File: src/rtl/game1_timer.sv
// Reaction-game timing datapath: LFSR-randomised start delay, plus a millisecond reaction counter in binary and BCD.
// All outputs are registered. delay_done rises delay_ms*TICK_DIV+1 cycles after the new_number rise.
module game1_timer #(
   parameter int unsigned CLK_HZ       = 50_000_000,
   parameter int unsigned MIN_DELAY_MS = 1000,
   parameter int unsigned RAND_BITS    = 11,
   parameter logic [15:0] LFSR_SEED    = 16'hACE1
) (
   input  logic        clk,
   input  logic        reset,
   input  logic        new_number,
   input  logic        rflag,
   output logic        delay_done,
   output logic [13:0] reaction_ms,
   output logic [15:0] reaction_bcd,
   output logic        result_valid,
   output logic        overflow
);

   localparam int unsigned TICK_DIV  = CLK_HZ / 1000;
   localparam int unsigned PW        = (TICK_DIV > 1) ? $clog2(TICK_DIV) : 1;
   localparam int unsigned DW        = $clog2(MIN_DELAY_MS + (1 << RAND_BITS));
   localparam logic [PW-1:0] PRESC_MAX = PW'(TICK_DIV - 1);
   localparam logic [13:0]   MS_MAX    = 14'd9999;

   logic [15:0]   lfsr_q, lfsr_d;
   logic          nn_q, rf_q;
   logic [PW-1:0] presc_q, presc_d;
   logic [DW-1:0] delay_cnt_q, delay_cnt_d;
   logic          armed_q, armed_d;
   logic          delay_done_q, delay_done_d;
   logic [13:0]   ms_q, ms_d;
   logic [15:0]   bcd_q, bcd_d;
   logic          valid_q, valid_d;
   logic          ovf_q, ovf_d;

   logic nn_rise, rf_rise, rf_fall, tick;

   function automatic logic [15:0] bcd_inc(input logic [15:0] v);
      logic [15:0] r;
      logic        carry;
      r     = v;
      carry = 1'b1;
      for (int i = 0; i < 4; i++) begin
         if (carry) begin
            if (r[i*4 +: 4] == 4'd9) begin
               r[i*4 +: 4] = 4'd0;
            end else begin
               r[i*4 +: 4] = r[i*4 +: 4] + 4'd1;
               carry       = 1'b0;
            end
         end
      end
      return r;
   endfunction

   assign nn_rise = new_number & ~nn_q;
   assign rf_rise = rflag & ~rf_q;
   assign rf_fall = ~rflag & rf_q;
   assign tick    = (presc_q == PRESC_MAX) & ~nn_rise & ~rf_rise;

   always_comb begin
      lfsr_d  = {lfsr_q[14:0], lfsr_q[15] ^ lfsr_q[13] ^ lfsr_q[12] ^ lfsr_q[10]};
      presc_d = (nn_rise | rf_rise | tick) ? '0 : presc_q + PW'(1);
   end

   always_comb begin
      delay_cnt_d  = delay_cnt_q;
      armed_d      = armed_q;
      delay_done_d = delay_done_q;
      if (nn_rise) begin
         delay_cnt_d  = DW'(MIN_DELAY_MS) + DW'(lfsr_q[RAND_BITS-1:0]);
         armed_d      = 1'b1;
         delay_done_d = 1'b0;
      end else if (new_number) begin
         if (tick && (delay_cnt_q != '0)) begin
            delay_cnt_d = delay_cnt_q - DW'(1);
         end
         delay_done_d = armed_q && (delay_cnt_q == '0);
      end else begin
         armed_d      = 1'b0;
         delay_done_d = 1'b0;
      end
   end

   // The count window is rflag delayed by one cycle, matching the prescaler
   // restart on the rise, so a pulse of N*TICK_DIV cycles reads exactly N ms.
   always_comb begin
      ms_d    = ms_q;
      bcd_d   = bcd_q;
      ovf_d   = ovf_q;
      valid_d = valid_q;
      if (rf_rise) begin
         ms_d  = '0;
         bcd_d = '0;
         ovf_d = 1'b0;
      end else if (rf_q && tick) begin
         if (ms_q == MS_MAX) begin
            ovf_d = 1'b1;
         end else begin
            ms_d  = ms_q + 14'd1;
            bcd_d = bcd_inc(bcd_q);
            if (ms_q == (MS_MAX - 14'd1)) begin
               ovf_d = 1'b1;
            end
         end
      end
      if (rf_fall) begin
         valid_d = 1'b1;
      end else if (rf_rise || nn_rise) begin
         valid_d = 1'b0;
      end
   end

   always_ff @(posedge clk) begin
      if (reset) begin
         lfsr_q       <= LFSR_SEED;
         nn_q         <= 1'b0;
         rf_q         <= 1'b0;
         presc_q      <= '0;
         delay_cnt_q  <= '0;
         armed_q      <= 1'b0;
         delay_done_q <= 1'b0;
         ms_q         <= '0;
         bcd_q        <= '0;
         valid_q      <= 1'b0;
         ovf_q        <= 1'b0;
      end else begin
         lfsr_q       <= lfsr_d;
         nn_q         <= new_number;
         rf_q         <= rflag;
         presc_q      <= presc_d;
         delay_cnt_q  <= delay_cnt_d;
         armed_q      <= armed_d;
         delay_done_q <= delay_done_d;
         ms_q         <= ms_d;
         bcd_q        <= bcd_d;
         valid_q      <= valid_d;
         ovf_q        <= ovf_d;
      end
   end

   assign delay_done   = delay_done_q;
   assign reaction_ms  = ms_q;
   assign reaction_bcd = bcd_q;
   assign result_valid = valid_q;
   assign overflow     = ovf_q;

endmodule
File: config.mk
export PLATFORM = sky130hd
export DESIGN_NAME = game1_timer
export DESIGN_NICKNAME = d
export VERILOG_FILES = /design/src/rtl/game1_timer.sv
export SDC_FILE = /design/constraint.sdc
export NUM_CORES = 1
export LEC_CHECK = 0
export CORE_MARGIN = 5
export CORE_UTILIZATION = 40
export CTS_CLUSTER_DIAMETER = 60
export DETAILED_ROUTE_END_ITERATION = 7
export GPL_TIMING_DRIVEN = 0
export SETUP_SLACK_MARGIN = 0.02
export SKIP_LAST_GASP = 1
export SLEW_MARGIN = 15
export SYNTH_ARGS = -nofsm -noshare
export SYNTH_HDL_FRONTEND = slang
export SYNTH_SLANG_ARGS = --single-unit
export TNS_END_PERCENT = 20
File: constraint.sdc
create_clock -name clk -period 7.15 [get_ports clk]
set_input_delay 0.715 -clock clk [delete_from_list [all_inputs] [get_ports clk]]
set_output_delay 0.715 -clock clk [all_outputs]
set_load 0.01 [all_outputs]
==> impl_metrics.csv, run 1 <==
group,metric,value,unit
routing,dr_total_vias,3318,
layout,num_antenna_cells,0,
hold_path,min_path_cells,1,
setup_path,crit_fanout,8,
synthesis,syn_inst,446,
layout,drive_above_1_share,6.439,%
routing,viasPerCell,5.300,
setup_path,end_kind,"flip-flop",
synthesis,syn_avg_cell_area,8.542,um^2
clock_network,cts_resized,0,
clock_network,path_clk_slew,80,ps
synthesis,synth_top_area_share,42.04,%
sta,fin_setup_tns,0,ps
setup_path,r2r-start,"presc_q[0]$_SDFF_PP0_",
sta,hold_viol,0,
clock_network,cts_tree,"built",
layout,nets,502,
synthesis,yosysSeqAreaShare,42.04,%
layout,nFillCells,923,
global_routing,globalRoute.totalOverflow,0,
synthesis,synth_nets,456,
routing,routed_wl,8.875,mm
floorplanning,die-width,107.6,um
placement,dp_hpwl,6.534,mm
global_routing,antenna_found_initial,0,
clock_network,h-tree-depth,3,
layout,area_growth,18.62,%
sta,maxSlewViolCount,0,
setup_path,start_kind,"input pin",
sta,skew,17.11,ps
setup_path,reg2reg_slack,4350,ps
setup_path,rr_worst_depth,7,
setup_path,cpPeakStageDelay,940,ps
power_and_ir_drop,p_per_area,193.7,mW/mm^2
routing,wl_per_cell,14.18,um
clock_network,clockBufferDepth,2,
routing,drtPass1Iterations,4,
floorplanning,num_rows,35,
floorplanning,ios,37,
placement,portBuffers,35,
global_routing,grt_use_total,16.04,%
sta,slew_headroom,34.07,%
synthesis,synth-edff-count,0,
sta,period_needed,3059,ps
setup_path,cp_top_family,"simple AND/OR/NAND/NOR gates",
sta,setup_slack,4091,ps
clock_network,cts_buffers,9,
clock_network,cts_setup_buffers,0,
sta,fmax,0.3269,GHz
setup_path,slowest_stage,"nor4_1",
setup_path,crit_cells,7,
job,cap_violations,0,
setup_path,crit_arrival,3270,ps
synthesis,synthTopCellsByArea,"dfxtp_1 42%, nor2_1 4.5%, xnor2_1 4.4%",
synthesis,ys_ff_latch,80,
global_routing,grt_pass1_wl,15.12,mm
setup_path,cp.buffers_inverters,2,
hold_path,hp-class,"flip-flop to flip-flop",
synthesis,yosys.cell_types.count,50,
sta,rsz0062_at_grt,"no",
clock_network,root_buffer,"clkbuf_8",
setup_path,r2r-end,"reaction_bcd[15]$_SDFFE_PP0P_",
floorplanning,die-area,0.01158,mm^2
setup_path,required,7360,ps
sta,worst_pin_slew,979.9,ps
clock_network,clk_latency,360,ps
placement,gp_congestion,0.8191,
floorplanning,core-area,0.009284,mm^2
synthesis,synth-async-reset-ratio,0,%
sta,fin_crit_sh,42.78,%
floorplanning,dieHeight,107.6,um
sta,final-setup-viol-count,0,
synthesis,yosysWarnings,0,
setup_path,critPathKind,"input pin to flip-flop",
floorplanning,initial_core_util,41.04,%
status,status,"complete, no violations",
clock_network,clock-sinks,80,
setup_path,path_cells,"clkdlybuf4s50_1 > nand2b_1 > clkbuf_1 > nand4_1 > nor4_1 > mux2i_1 > a31oi_1",
clock_network,holdBufCountCts,0,
synthesis,synthFlopType,"dfxtp_1",
routing,drc,0,
setup_path,cp-endpoint,"reaction_bcd[15]$_SDFFE_PP0P_",
layout,multiInputGateArea,0.002079,mm^2
global_routing,grt_max_degree,14,
routing,drtIter0Drc,120,
power_and_ir_drop,ir_worst_vdd,0.00009787,V
global_routing,grt_pass1_vias,3117,
power_and_ir_drop,leakagePower,0.001499,uW
synthesis,synth_top_area_cell,"dfxtp_1",
layout,seq_area,0.001602,mm^2
routing,drtAntennaViolNets,0,
synthesis,syn-cell-area,0.003810,mm^2
setup_path,crit_start,"new_number",
placement,post-place-ws,3741,ps
per-layer routing:
layer	vias up	routed length [um]	track usage [%]
met3	9	385	3.299
met5	-	0	0
met4	0	129	5.500
li1	1690	-	-
met1	1555	4342	21.32
met2	64	4017	25.84
where the power goes:
group,switching [uW],total [uW],internal (uW)
Combinational,38.7,66.0,27.3
Sequential,12.5,472,459
Clock,167,338,171
state kept, by name (all words and copies together) (netlist names):
signal and cells:
presc_q 16, armed_q 1, delay_done 1, overflow 1
nn_q 1, delay_cnt_q 12, reaction_bcd 16, lfsr_q 16
result_valid 1, reaction_ms 14, rf_q 1
Yosys cell counts, types with 2 or more instances:
cell / n
a211oi_1: 4
a21boi_0: 2
a21oi_1: 29
a31o_2: 2
a31oi_1: 2
and2_1: 3
and3_1: 8
and4_1: 5
clkbuf_1: 12
dfxtp_1: 80
ha_1: 6
inv_1: 17
mux2i_1: 6
nand2_1: 26
nand2b_1: 9
nand3_1: 24
nand4_1: 11
nor2_1: 46
nor2b_1: 16
nor3_1: 12
nor3b_1: 5
nor4_1: 11
nor4bb_1: 2
o211ai_1: 5
o21ai_0: 13
o31ai_1: 9
or2_2: 7
or3_1: 11
or4_1: 13
xnor2_1: 19
xor2_1: 12
layout by cell type (no fill, tap or decap), types with 6 or more instances in the layout:
master           instances
ha_1                     6
nor2b_1                 16
nor3_1                  12
nor2_1                  46
and3_1                   8
nand2_1                 26
o21ai_0                 13
inv_1                   17
or2_2                    7
nand4_1                 11
a21oi_1                 29
nand2b_1                 9
clkbuf_8                10
or3_1                   11
xnor2_1                 19
o31ai_1                  9
or4_1                   13
clkdlybuf4s50_1         35
xor2_1                  12
nand3_1                 24
dfxtp_1                 80
clkbuf_1                13
mux2i_1                  6
nor4_1                  11
area by class of cell:
class / instances / share of cell area (%)
flip-flops and latches: 80 / 35.44
repair buffers: 35 / 7.752
well taps: 129 / 3.571
multi-input cells: 334 / 46.01
clock inverters: 5 / 1.246
plain buffers: 15 / 1.440
inverters: 17 / 1.412
clock buffers: 11 / 3.128
how the worst min path moves through the flow:
stage               slack [ps]                   from                    end
detailed placement         410  lfsr_q[14]$_SDFF_PP0_  lfsr_q[15]$_SDFF_PP1_
global placement           390  lfsr_q[14]$_SDFF_PP0_  lfsr_q[15]$_SDFF_PP1_
global route               450  lfsr_q[14]$_SDFF_PP0_  lfsr_q[15]$_SDFF_PP1_
floorplan                  390  lfsr_q[14]$_SDFF_PP0_  lfsr_q[15]$_SDFF_PP1_
finish                     420  lfsr_q[14]$_SDFF_PP0_  lfsr_q[15]$_SDFF_PP1_
CTS                        430  lfsr_q[14]$_SDFF_PP0_  lfsr_q[15]$_SDFF_PP1_
logic make-up after synthesis:
family | Yosys count | synth area share (%)
buf+inv | 32 | 3.382
mux | 6 | 1.576
xor+xnor | 31 | 7.126
fa+ha+maj | 6 | 1.970
flops | 80 | 42.04
compound gates | 75 | 12.48
simple gates | 216 | 31.43
through the flow:
step	util [%]	total power (uW)	instance area (um^2)	hold slack [ps]	instances
after floorplan	-	528.4	3810	389.5	446
after global placement	46.55	546.9	4322	392.5	610
after detailed placement	46.55	547.5	4322	409.8	610
after CTS	48.68	886.5	4519	429.7	626
after global routing	48.68	913.7	4519	450.7	626
final	48.68	875.6	4519	424.8	626
(Power assumes the default switching activity.)
==> inputs of run 2 (changes only) <==
clock period = 3 ns   (was 7.15 ns; I/O delays follow)
==> run 2 against run 1 <==
  * Setup slack worse by 3700 ps
  * Critical path depth rose by 1
  * Power increased by 140%
  * Non-clock buffer count did not move
  * Die area unchanged
  * Cell area grew 0.14%
  * Routed wire length decreased by 0.11%
  * First-iteration DRC count rose by 0.83%
==> impl_metrics.csv, run 2 (synthesis results as in run 1) <==
group,metric,value,unit
status,status,"complete, no violations",
sta,rsz0062_at_grt,"no",
clock_network,root_buffer,"clkbuf_8",
hold_path,min_path_cells,2,
clock_network,cts_setup_buffers,0,
layout,utilization,48.75,%
setup_path,end_kind,"flip-flop",
setup_path,crit_fanout,10,
layout,nets,502,
routing,wl_per_cell,14.16,um
floorplanning,num_rows,35,
routing,drc,0,
layout,layout_common_cells,"80 x dfxtp_1, 46 x nor2_1, 35 x clkdlybuf4s50_1, 29 x a21oi_1, 26 x nand2_1",
layout,area_growth,18.78,%
sta,fin_hold_ws,369.6,ps
routing,routed_wl,8.865,mm
sta,period_needed,2576,ps
global_routing,grt_pass1_vias,3117,
placement,gp_congestion,0.8191,
setup_path,cpPeakStageDelay,610,ps
power_and_ir_drop,ir_worst_vdd,0.0002327,V
clock_network,clock-sinks,80,
setup_path,rr_worst_depth,8,
routing,viasPerCell,5.305,
layout,drive_above_1_share,6.640,%
setup_path,critPathKind,"flip-flop to flip-flop",
power_and_ir_drop,p_per_area,460.6,mW/mm^2
layout,num_antenna_cells,0,
sta,fin_setup_tns,0,ps
sta,worst_pin_slew,820.8,ps
routing,dr_total_vias,3321,
setup_path,slowest_stage,"nor3_1",
floorplanning,ios,37,
job,cap_violations,0,
sta,fmax,0.3881,GHz
clock_network,cts_buffers,9,
floorplanning,die-area,0.01158,mm^2
layout,mostFrequentLayoutCell,"dfxtp_1",
setup_path,start_kind,"flip-flop",
global_routing,grt_max_degree,14,
sta,final-setup-viol-count,0,
clock_network,cts_resized,0,
floorplanning,die-width,107.6,um
sta,skew,15.46,ps
hold_path,holdCritStartpoint,"reset",
setup_path,r2r-end,"delay_cnt_q[6]$_SDFFE_PP0P_",
floorplanning,initial_core_util,41.04,%
sta,fin_crit_sh,85.88,%
global_routing,antenna_found_initial,0,
sta,maxSlewViolCount,0,
sta,slew_headroom,44.78,%
floorplanning,dieHeight,107.6,um
placement,dp_hpwl,6.534,mm
clock_network,h-tree-depth,3,
sta,setup_slack,423.5,ps
clock_network,clk_latency,350,ps
clock_network,holdBufCountCts,0,
clock_network,cts_tree,"built",
global_routing,grt_pass1_wl,15.12,mm
setup_path,reg2reg_slack,420,ps
global_routing,globalRoute.totalOverflow,0,
setup_path,required,3260,ps
sta,hold_viol,0,
routing,drtPass1Iterations,4,
floorplanning,core-area,0.009284,mm^2
hold_path,min_to,"lfsr_q[1]$_SDFF_PP0_",
setup_path,path_cells,"inv_1 > ha_1 > or4b_2 > nor3_1 > or3_1 > buf_6 > o21ai_0 > a311oi_2",
hold_path,hp-class,"input pin to flip-flop",
routing,drtAntennaViolNets,0,
routing,drtIter0Drc,121,
global_routing,grt_use_total,16.04,%
power_and_ir_drop,leakagePower,0.001499,uW
clock_network,clockBufferDepth,2,
setup_path,crit_arrival,2840,ps
setup_path,r2r-start,"delay_cnt_q[0]$_SDFFE_PP0P_",
clock_network,path_clk_slew,80,ps
placement,post-place-ws,6.353,ps
placement,portBuffers,35,
-- run 2: area by class of cell --
class / instances / area, um^2
fill: 921 / 4758
multi-input combinational: 334 / 2086
sequential: 80 / 1602
timing repair buffer: 35 / 350.3
tap: 129 / 161.4
clock buffer: 11 / 141.4
buffer: 15 / 65.06
inverter: 17 / 63.81
clock inverter: 5 / 56.30
-- run 2: worst max-delay path: cells and delay by family (launching register included) --
kind | cells | cell delay, ps
buf+inv | 2 | 220
fa+ha+maj | 1 | 160
flops | 1 | 350
compound gates | 2 | 370
simple gates | 3 | 1400
-- run 2: routing by layer --
| layer | vias to the layer above | track usage [%] | wire, um |
|---|---|---|---|
| met5 | - | 0 | 0 |
| met4 | 0 | 5.500 | 120 |
| met3 | 9 | 3.299 | 368 |
| met2 | 62 | 25.84 | 4048 |
| met1 | 1558 | 21.32 | 4328 |
| li1 | 1692 | - | - |
-- run 2: worst max-delay path by stage --
stage                                     start                            end  slack, ps  cells after the start
floorplan                 presc_q[4]$_SDFF_PP0_    delay_cnt_q[6]$_SDFFE_PP0P_        680                      7
global placement                     new_number  reaction_bcd[15]$_SDFFE_PP0P_         50                      7
detailed placement                   new_number  reaction_bcd[15]$_SDFFE_PP0P_          6                      7
CTS                       presc_q[0]$_SDFF_PP0_  reaction_bcd[15]$_SDFFE_PP0P_        190                      7
global route              presc_q[0]$_SDFF_PP0_    delay_cnt_q[4]$_SDFFE_PP0P_        140                      7
finish              delay_cnt_q[0]$_SDFFE_PP0P_    delay_cnt_q[6]$_SDFFE_PP0P_        420                      8
-- run 2: stage by stage --
step                total power (uW)  instances  cell area (um^2)
finish                          2084        626              4526
global route                    2178        626              4526
CTS                             2113        626              4519
detailed placement              1305        610              4322
global placement                1303        610              4322
floorplan                       1259        446              3810
-- run 2: where the power goes --
part           total, uW  internal [uW]  leakage, uW  switching (uW)
clock network        803            407    0.0000993             396
registers           1120           1090     0.000653            29.9
logic                157           65.0     0.000747            92.2
total               2080           1570      0.00150             518
